## src/rtl/inter_tile_scheduler.sv

```systemverilog
// Command sequencer for the intermediate stage: walks tm/tn/tk tiles and issues
// LOAD_A, LOAD_K, COMPUTE and STORE commands, one outstanding at a time.
module inter_tile_scheduler #(
    parameter int unsigned ROWS   = 8,
    parameter int unsigned COLS   = 16,
    parameter int unsigned DEPTH  = 8,
    parameter int unsigned TILE_M = 4,
    parameter int unsigned TILE_N = 4,
    parameter int unsigned TILE_K = 4,
    parameter int unsigned ADDR_W = 64
) (
    input  logic              clk,
    input  logic              rst,
    input  logic              start,
    input  logic [ADDR_W-1:0] addr_A,
    input  logic [ADDR_W-1:0] addr_K,
    input  logic [ADDR_W-1:0] addr_G,
    output logic              busy,
    output logic              done,
    output logic              error,
    output logic              cmd_valid,
    input  logic              cmd_ready,
    output logic [1:0]        cmd_op,
    output logic [ADDR_W-1:0] cmd_addr,
    output logic [31:0]       cmd_stride,
    output logic              cmd_first,
    output logic              cmd_last,
    input  logic              resp_valid,
    input  logic              resp_err
);

    localparam int unsigned CNT_W = 16;

    localparam logic [CNT_W-1:0] TM_LAST = CNT_W'(ROWS / TILE_M - 1);
    localparam logic [CNT_W-1:0] TN_LAST = CNT_W'(COLS / TILE_N - 1);
    localparam logic [CNT_W-1:0] TK_LAST = CNT_W'(DEPTH / TILE_K - 1);

    // Per-counter byte increments of each tile base address.
    localparam logic [ADDR_W-1:0] A_TM_STEP = ADDR_W'(TILE_M * DEPTH * 4);
    localparam logic [ADDR_W-1:0] A_TK_STEP = ADDR_W'(TILE_K * 4);
    localparam logic [ADDR_W-1:0] K_TK_STEP = ADDR_W'(TILE_K * COLS * 4);
    localparam logic [ADDR_W-1:0] G_TM_STEP = ADDR_W'(TILE_M * COLS * 4);
    localparam logic [ADDR_W-1:0] N_STEP    = ADDR_W'(TILE_N * 4);

    localparam logic [31:0] STRIDE_A  = 32'(DEPTH * 4);
    localparam logic [31:0] STRIDE_KG = 32'(COLS * 4);

    typedef enum logic [2:0] {StIdle, StIssue, StWait, StDone, StErr} state_e;
    typedef enum logic [1:0] {OpLoadA, OpLoadK, OpCompute, OpStore} op_e;

    state_e            state_q;
    op_e               op_q;
    logic [CNT_W-1:0]  tm_q, tn_q, tk_q;
    logic [ADDR_W-1:0] base_a_q, base_k_q, base_g_q;

    // Successor of the current substate.
    op_e               nxt_op;
    logic [CNT_W-1:0]  nxt_tm, nxt_tn, nxt_tk;
    logic              seq_end;

    always_comb begin
        nxt_op  = op_q;
        nxt_tm  = tm_q;
        nxt_tn  = tn_q;
        nxt_tk  = tk_q;
        seq_end = 1'b0;
        unique case (op_q)
            OpLoadA: nxt_op = OpLoadK;
            OpLoadK: nxt_op = OpCompute;
            OpCompute: begin
                if (tk_q == TK_LAST) begin
                    nxt_op = OpStore;
                end else begin
                    nxt_op = OpLoadA;
                    nxt_tk = tk_q + CNT_W'(1);
                end
            end
            OpStore: begin
                nxt_op = OpLoadA;
                nxt_tk = '0;
                if (tn_q == TN_LAST) begin
                    nxt_tn = '0;
                    if (tm_q == TM_LAST) begin
                        seq_end = 1'b1;
                    end else begin
                        nxt_tm = tm_q + CNT_W'(1);
                    end
                end else begin
                    nxt_tn = tn_q + CNT_W'(1);
                end
            end
            default: nxt_op = OpLoadA;
        endcase
    end

    // Substate and bases for the command about to be loaded: a fresh run uses the
    // start-time addresses directly since the latched copies are not yet valid.
    logic              accept_start;
    op_e               sel_op;
    logic [CNT_W-1:0]  sel_tm, sel_tn, sel_tk;
    logic [ADDR_W-1:0] sel_a, sel_k, sel_g;

    assign accept_start = start &&
        (state_q == StIdle || state_q == StDone || state_q == StErr);

    always_comb begin
        if (accept_start) begin
            sel_op = OpLoadA;
            sel_tm = '0;
            sel_tn = '0;
            sel_tk = '0;
            sel_a  = addr_A;
            sel_k  = addr_K;
            sel_g  = addr_G;
        end else begin
            sel_op = nxt_op;
            sel_tm = nxt_tm;
            sel_tn = nxt_tn;
            sel_tk = nxt_tk;
            sel_a  = base_a_q;
            sel_k  = base_k_q;
            sel_g  = base_g_q;
        end
    end

    logic [ADDR_W-1:0] fld_addr;
    logic [31:0]       fld_stride;
    logic              fld_first, fld_last;

    always_comb begin
        fld_addr   = '0;
        fld_stride = '0;
        fld_first  = 1'b0;
        fld_last   = 1'b0;
        unique case (sel_op)
            OpLoadA: begin
                fld_addr   = sel_a + ADDR_W'(sel_tm) * A_TM_STEP + ADDR_W'(sel_tk) * A_TK_STEP;
                fld_stride = STRIDE_A;
            end
            OpLoadK: begin
                fld_addr   = sel_k + ADDR_W'(sel_tk) * K_TK_STEP + ADDR_W'(sel_tn) * N_STEP;
                fld_stride = STRIDE_KG;
            end
            OpCompute: begin
                fld_first = (sel_tk == '0);
                fld_last  = (sel_tk == TK_LAST);
            end
            OpStore: begin
                fld_addr   = sel_g + ADDR_W'(sel_tm) * G_TM_STEP + ADDR_W'(sel_tn) * N_STEP;
                fld_stride = STRIDE_KG;
            end
            default: fld_addr = '0;
        endcase
    end

    always_ff @(posedge clk) begin
        if (rst) begin
            state_q    <= StIdle;
            op_q       <= OpLoadA;
            tm_q       <= '0;
            tn_q       <= '0;
            tk_q       <= '0;
            base_a_q   <= '0;
            base_k_q   <= '0;
            base_g_q   <= '0;
            busy       <= 1'b0;
            done       <= 1'b0;
            error      <= 1'b0;
            cmd_valid  <= 1'b0;
            cmd_op     <= 2'd0;
            cmd_addr   <= '0;
            cmd_stride <= '0;
            cmd_first  <= 1'b0;
            cmd_last   <= 1'b0;
        end else begin
            case (state_q)
                StIdle, StDone, StErr: begin
                    if (accept_start) begin
                        state_q    <= StIssue;
                        op_q       <= sel_op;
                        tm_q       <= sel_tm;
                        tn_q       <= sel_tn;
                        tk_q       <= sel_tk;
                        base_a_q   <= addr_A;
                        base_k_q   <= addr_K;
                        base_g_q   <= addr_G;
                        busy       <= 1'b1;
                        done       <= 1'b0;
                        error      <= 1'b0;
                        cmd_valid  <= 1'b1;
                        cmd_op     <= sel_op;
                        cmd_addr   <= fld_addr;
                        cmd_stride <= fld_stride;
                        cmd_first  <= fld_first;
                        cmd_last   <= fld_last;
                    end
                end
                StIssue: begin
                    if (cmd_ready) begin
                        state_q   <= StWait;
                        cmd_valid <= 1'b0;
                    end
                end
                StWait: begin
                    if (resp_valid) begin
                        if (resp_err) begin
                            state_q <= StErr;
                            busy    <= 1'b0;
                            done    <= 1'b1;
                            error   <= 1'b1;
                        end else if (seq_end) begin
                            state_q <= StDone;
                            busy    <= 1'b0;
                            done    <= 1'b1;
                        end else begin
                            state_q    <= StIssue;
                            op_q       <= sel_op;
                            tm_q       <= sel_tm;
                            tn_q       <= sel_tn;
                            tk_q       <= sel_tk;
                            cmd_valid  <= 1'b1;
                            cmd_op     <= sel_op;
                            cmd_addr   <= fld_addr;
                            cmd_stride <= fld_stride;
                            cmd_first  <= fld_first;
                            cmd_last   <= fld_last;
                        end
                    end
                end
                default: state_q <= StIdle;
            endcase
        end
    end

endmodule

```

## config.mk

```make
export PLATFORM = sky130hd
export DESIGN_NAME = inter_tile_scheduler
export DESIGN_NICKNAME = d
export VERILOG_FILES = /design/src/rtl/inter_tile_scheduler.sv
export SDC_FILE = /design/constraint.sdc
export NUM_CORES = 1
export LEC_CHECK = 0
export BUFFER_PORTS_ARGS = -buffer_cell sky130_fd_sc_hd__buf_2
export CAP_MARGIN = 30
export CELL_PAD_IN_SITES_DETAIL_PLACEMENT = 1
export CELL_PAD_IN_SITES_GLOBAL_PLACEMENT = 1
export CORE_ASPECT_RATIO = 1.4
export CORE_MARGIN = 2
export CORE_UTILIZATION = 40
export CTS_BUF_LIST = sky130_fd_sc_hd__clkbuf_4 sky130_fd_sc_hd__clkbuf_8
export CTS_CLUSTER_SIZE = 14
export DETAILED_ROUTE_END_ITERATION = 8
export PLACE_DENSITY_LB_ADDON = 0.1
export SYNTH_ARGS = -nofsm -noshare
export SYNTH_HDL_FRONTEND = slang
export SYNTH_SLANG_ARGS = --single-unit
export TNS_END_PERCENT = 1
```

## constraint.sdc

```tcl
create_clock -name clk -period 6 [get_ports clk]
set_clock_uncertainty 0.1 [all_clocks]
set_input_delay 0 -clock clk [delete_from_list [all_inputs] [get_ports clk]]
set_output_delay 0 -clock clk [all_outputs]
set_load 0.01 [all_outputs]
```

==> impl_results.md <==
- Unrepaired setup endpoints after global routing: true
- Num CTS Buffers: 53
- Die span in x: 202 um
- Buf/Inv on CP: 4
- # nets final: 3712
- Number of I/O pins: 302
- Post-Syn Instances: 2861
- Routed len/inst: 24.7 um
- Root Driver: clkbuf_8
- Met2 Usage GRT: 66.3%
- GRT Util Overall: 35.2%
- 1st-pass router iterations: 5
- Maximum VDD drop: 158 uV
- Post-DP HPWL: 76.5 mm
- Register area share after synthesis: 28.7%
- Busiest layer in global routing: met2
- M3 GR Usage: 3.84%
- Die footprint: 57000 um2
- Core ar.: between 50000 and 60000 um2
- Leakage: between 0.01 and 0.015 uW
- CP most frequent cell: nand4_1
- Worst Path Class, Setup: register to register
- Largest net degree at the start of global routing: 88
- Worst slew margin: between 30% and 40%
- Unique masters post-synth: 93
- Worst-path fanout max: 6
- Remaining DRCs: 0
- Tmin final: 5.66 ns
- Worst-skew pair later-pin latency: 0.69 ns
- Worst Max-Slew Pin Slew: a little under 1 ns
- Final Slew Violations: 0
- Post-synthesis average cell area: 7.69 um2
- GR Layer Usage met1: around 36%
- Global-route wire length before repair: 153 mm
- Placed Cells: about 3800
- Crit end category: register
- Most common cell after layout, fill and taps aside: nand2_1
- Area growth, synth to finish: 28.2%
- Share of post-route cells with drive strength above 1: 17.7%
- Placed Area: approximately 24000 um2
- Pwr dens: ~220 nW/um2
- Most frequent cells in the layout: 414 x nand2_1, 314 x dfxtp_1, 303 x nor2_1
- Total length of routed wires: 103 mm
- Final Wtd Congestion: 0.959
- Tot Pwr: roughly 6200 uW
- Status: completed
- Crit path required time: around 6.4 ns
- Vias in the first global route: 25400
- DR vias: 23800
- Synth warnings: 0
- Number of synthesized flops with an enable pin: 0
- Initial antenna violation count: 3
- Max-Cap Viols: 0
- Gr ovfl total: 0
- Crit path DAT: approximately 6 ns
- Period utilization: 94.3%
- Initial DRC count: 1300
- Max H-tree Level: 2
- Antenna Nets Post-Route: 0
- Hold Crit Class: input pin to register
- CP top delay family: simple AND/OR/NAND/NOR gates
- Fin cells: 4149
- Clock-pin slew on the worst setup and hold paths: 0.07 ns
- Bufs on Longest Clock Path: 3
- Startpoint types: register
- CTS tree: yes
- Row count: 101
- Port bufs: 271
- Final setup violation count: 0
- Chip Height: 282 um
- Starting Density: between 40% and 50%
- CP max stage delay: 0.54 ns
- Clock sinks: about 320
- Top_reg_cell synth: dfxtp_1
- Asr flop ratio synth: 0%
- Synth Cell Area: approximately 22000 um2
- Synth Register Bits: between 300 and 400
- Max Clock Freq: 177 MHz
- Vias per cell: 5.74
- Slowest cell on the critical path: fa_1
- Design area: 28200 um2
- Final Hold Fails: 0
- CP cell instances: ha_2 -> nor4b_2 -> nand4_1 -> buf_4 -> nor3_2 -> and3_1 -> nand3_1 -> xor2_1 -> nor2_4 -> inv_1 -> fa_1 -> inv_1 -> ha_1 -> nand4_1 -> nor2_1 -> a211oi_1 -> or2_2 -> a21oi_1 -> nand4_1 -> o211a_1 -> o21ai_0 -> buf_4 -> nand3_1
## cells by family after synthesis
group | after synthesis | share of synthesized area [%]
muxes | 81 | 3.69
xor gates and xnor gates | 172 | 6.84
AOI/OAI and AO/OA | 668 | 19.9
other | 1 | 0.0170
and+or+nand+nor | 1187 | 25.7
adders and majority gates | 126 | 8.46
DFF | 316 | 28.7
buffers and inverters | 310 | 6.63
## routing by layer
metal | up-vias | wire length, um
met5 | - | 0
met4 | 0 | 8340
met3 | 294 | 4230
met2 | 740 | 53200
met1 | 11700 | 36700
li1 | 11100 | -
## layout make-up
| cell class | instances | area (um2) |
|---|---|---|
| Fill cell | 6736 | 26100 |
| Multi-Input combinational cell | 2264 | 14600 |
| Sequential cell | 316 | 6330 |
| Timing Repair Buffer | 650 | 4880 |
| Clock buffer | 76 | 971 |
| Tap cell | 721 | 902 |
| Inverter | 103 | 387 |
| Clock inverter | 17 | 173 |
| Antenna cell | 2 | 5.00 |
## power breakdown
part	internal, uW	switching (uW)
sequential	2240	103
clock	1170	1010
combinational	623	1030
## tightest hold or removal path, cell delays in order
cell	delay, ns
dlygate4sd3_1	0.53
buf_2	0.13
nand2_1	0.05
a21oi_1	0.05
## what timing repair did
item | 4_1_cts | 5_1_grt
hold buffers | 237 | 0
endpoints found under the hold margin | 225 | 0
endpoints found under the setup margin | 23 | 43
buffers inserted | 1 | 3
gates resized for setup | 5 | 39
pin swaps | 0 | 6
## cell usage after synthesis, types with 27 or more instances
| cell type | instances | share of area, % |
|---|---|---|
| o22ai_1 | 69 | 2.0 |
| a211oi_1 | 27 | 0.92 |
| nor3_1 | 63 | 1.4 |
| nand4_1 | 39 | 1.1 |
| nor2_1 | 307 | 5.2 |
| inv_1 | 102 | 1.7 |
| clkbuf_1 | 111 | 1.9 |
| a2bb2oi_1 | 45 | 1.8 |
| a22oi_1 | 28 | 0.95 |
| a21oi_1 | 235 | 5.3 |
| nor4_1 | 39 | 1.1 |
| dfxtp_1 | 316 | 29 |
| xnor2_1 | 102 | 4.1 |
| fa_1 | 38 | 3.5 |
| ha_1 | 88 | 5.0 |
| nand2_1 | 415 | 7.1 |
| and3_1 | 74 | 2.1 |
| mux2i_1 | 79 | 3.6 |
| buf_2 | 36 | 0.82 |
| nand3_1 | 90 | 2.0 |
| xor2_1 | 70 | 2.8 |
| buf_4 | 41 | 1.4 |
| o21ai_0 | 88 | 2.0 |
## final timing paths
path | start | to | slack [ns] | cells after the start
worst max-delay path | tn_q[0] | cmd_addr[49] | 0.34 | 23
worst min-delay path | addr_K[58] | base_k_q[58] | 0.03 | 4
worst max register to register | tn_q[0] | cmd_addr[49] | 0.34 | 23
worst min register to register | cmd_addr[0] | cmd_addr[0] | 0.36 | 2
## state kept, by name, indices dropped and copies added (netlist names)
name / count
state_q: 3
tn_q: 16
cmd_addr: 64
error: 1
base_a_q: 64
busy: 1
cmd_valid: 1
base_k_q: 64
cmd_stride: 2
cmd_first: 1
tk_q: 16
op_q: 1
cmd_last: 1
done: 1
base_g_q: 64
tm_q: 16
## stage by stage
stage	util (%)	hold WS (ns)	worst slack, ns	setup TNS [ns]
after CTS	51.6	0.000649	-0.0385	-0.0758
after global placement	45.0	0.157	-0.118	-0.120
after global routing	51.9	0.0497	-0.0487	-0.0487
after floorplan	-	0.0360	0.0203	0
final	51.9	0.0287	0.342	0
after detailed placement	45.1	0.165	-0.267	-1.59
Note: power is estimated with default switching activity, not from simulation.
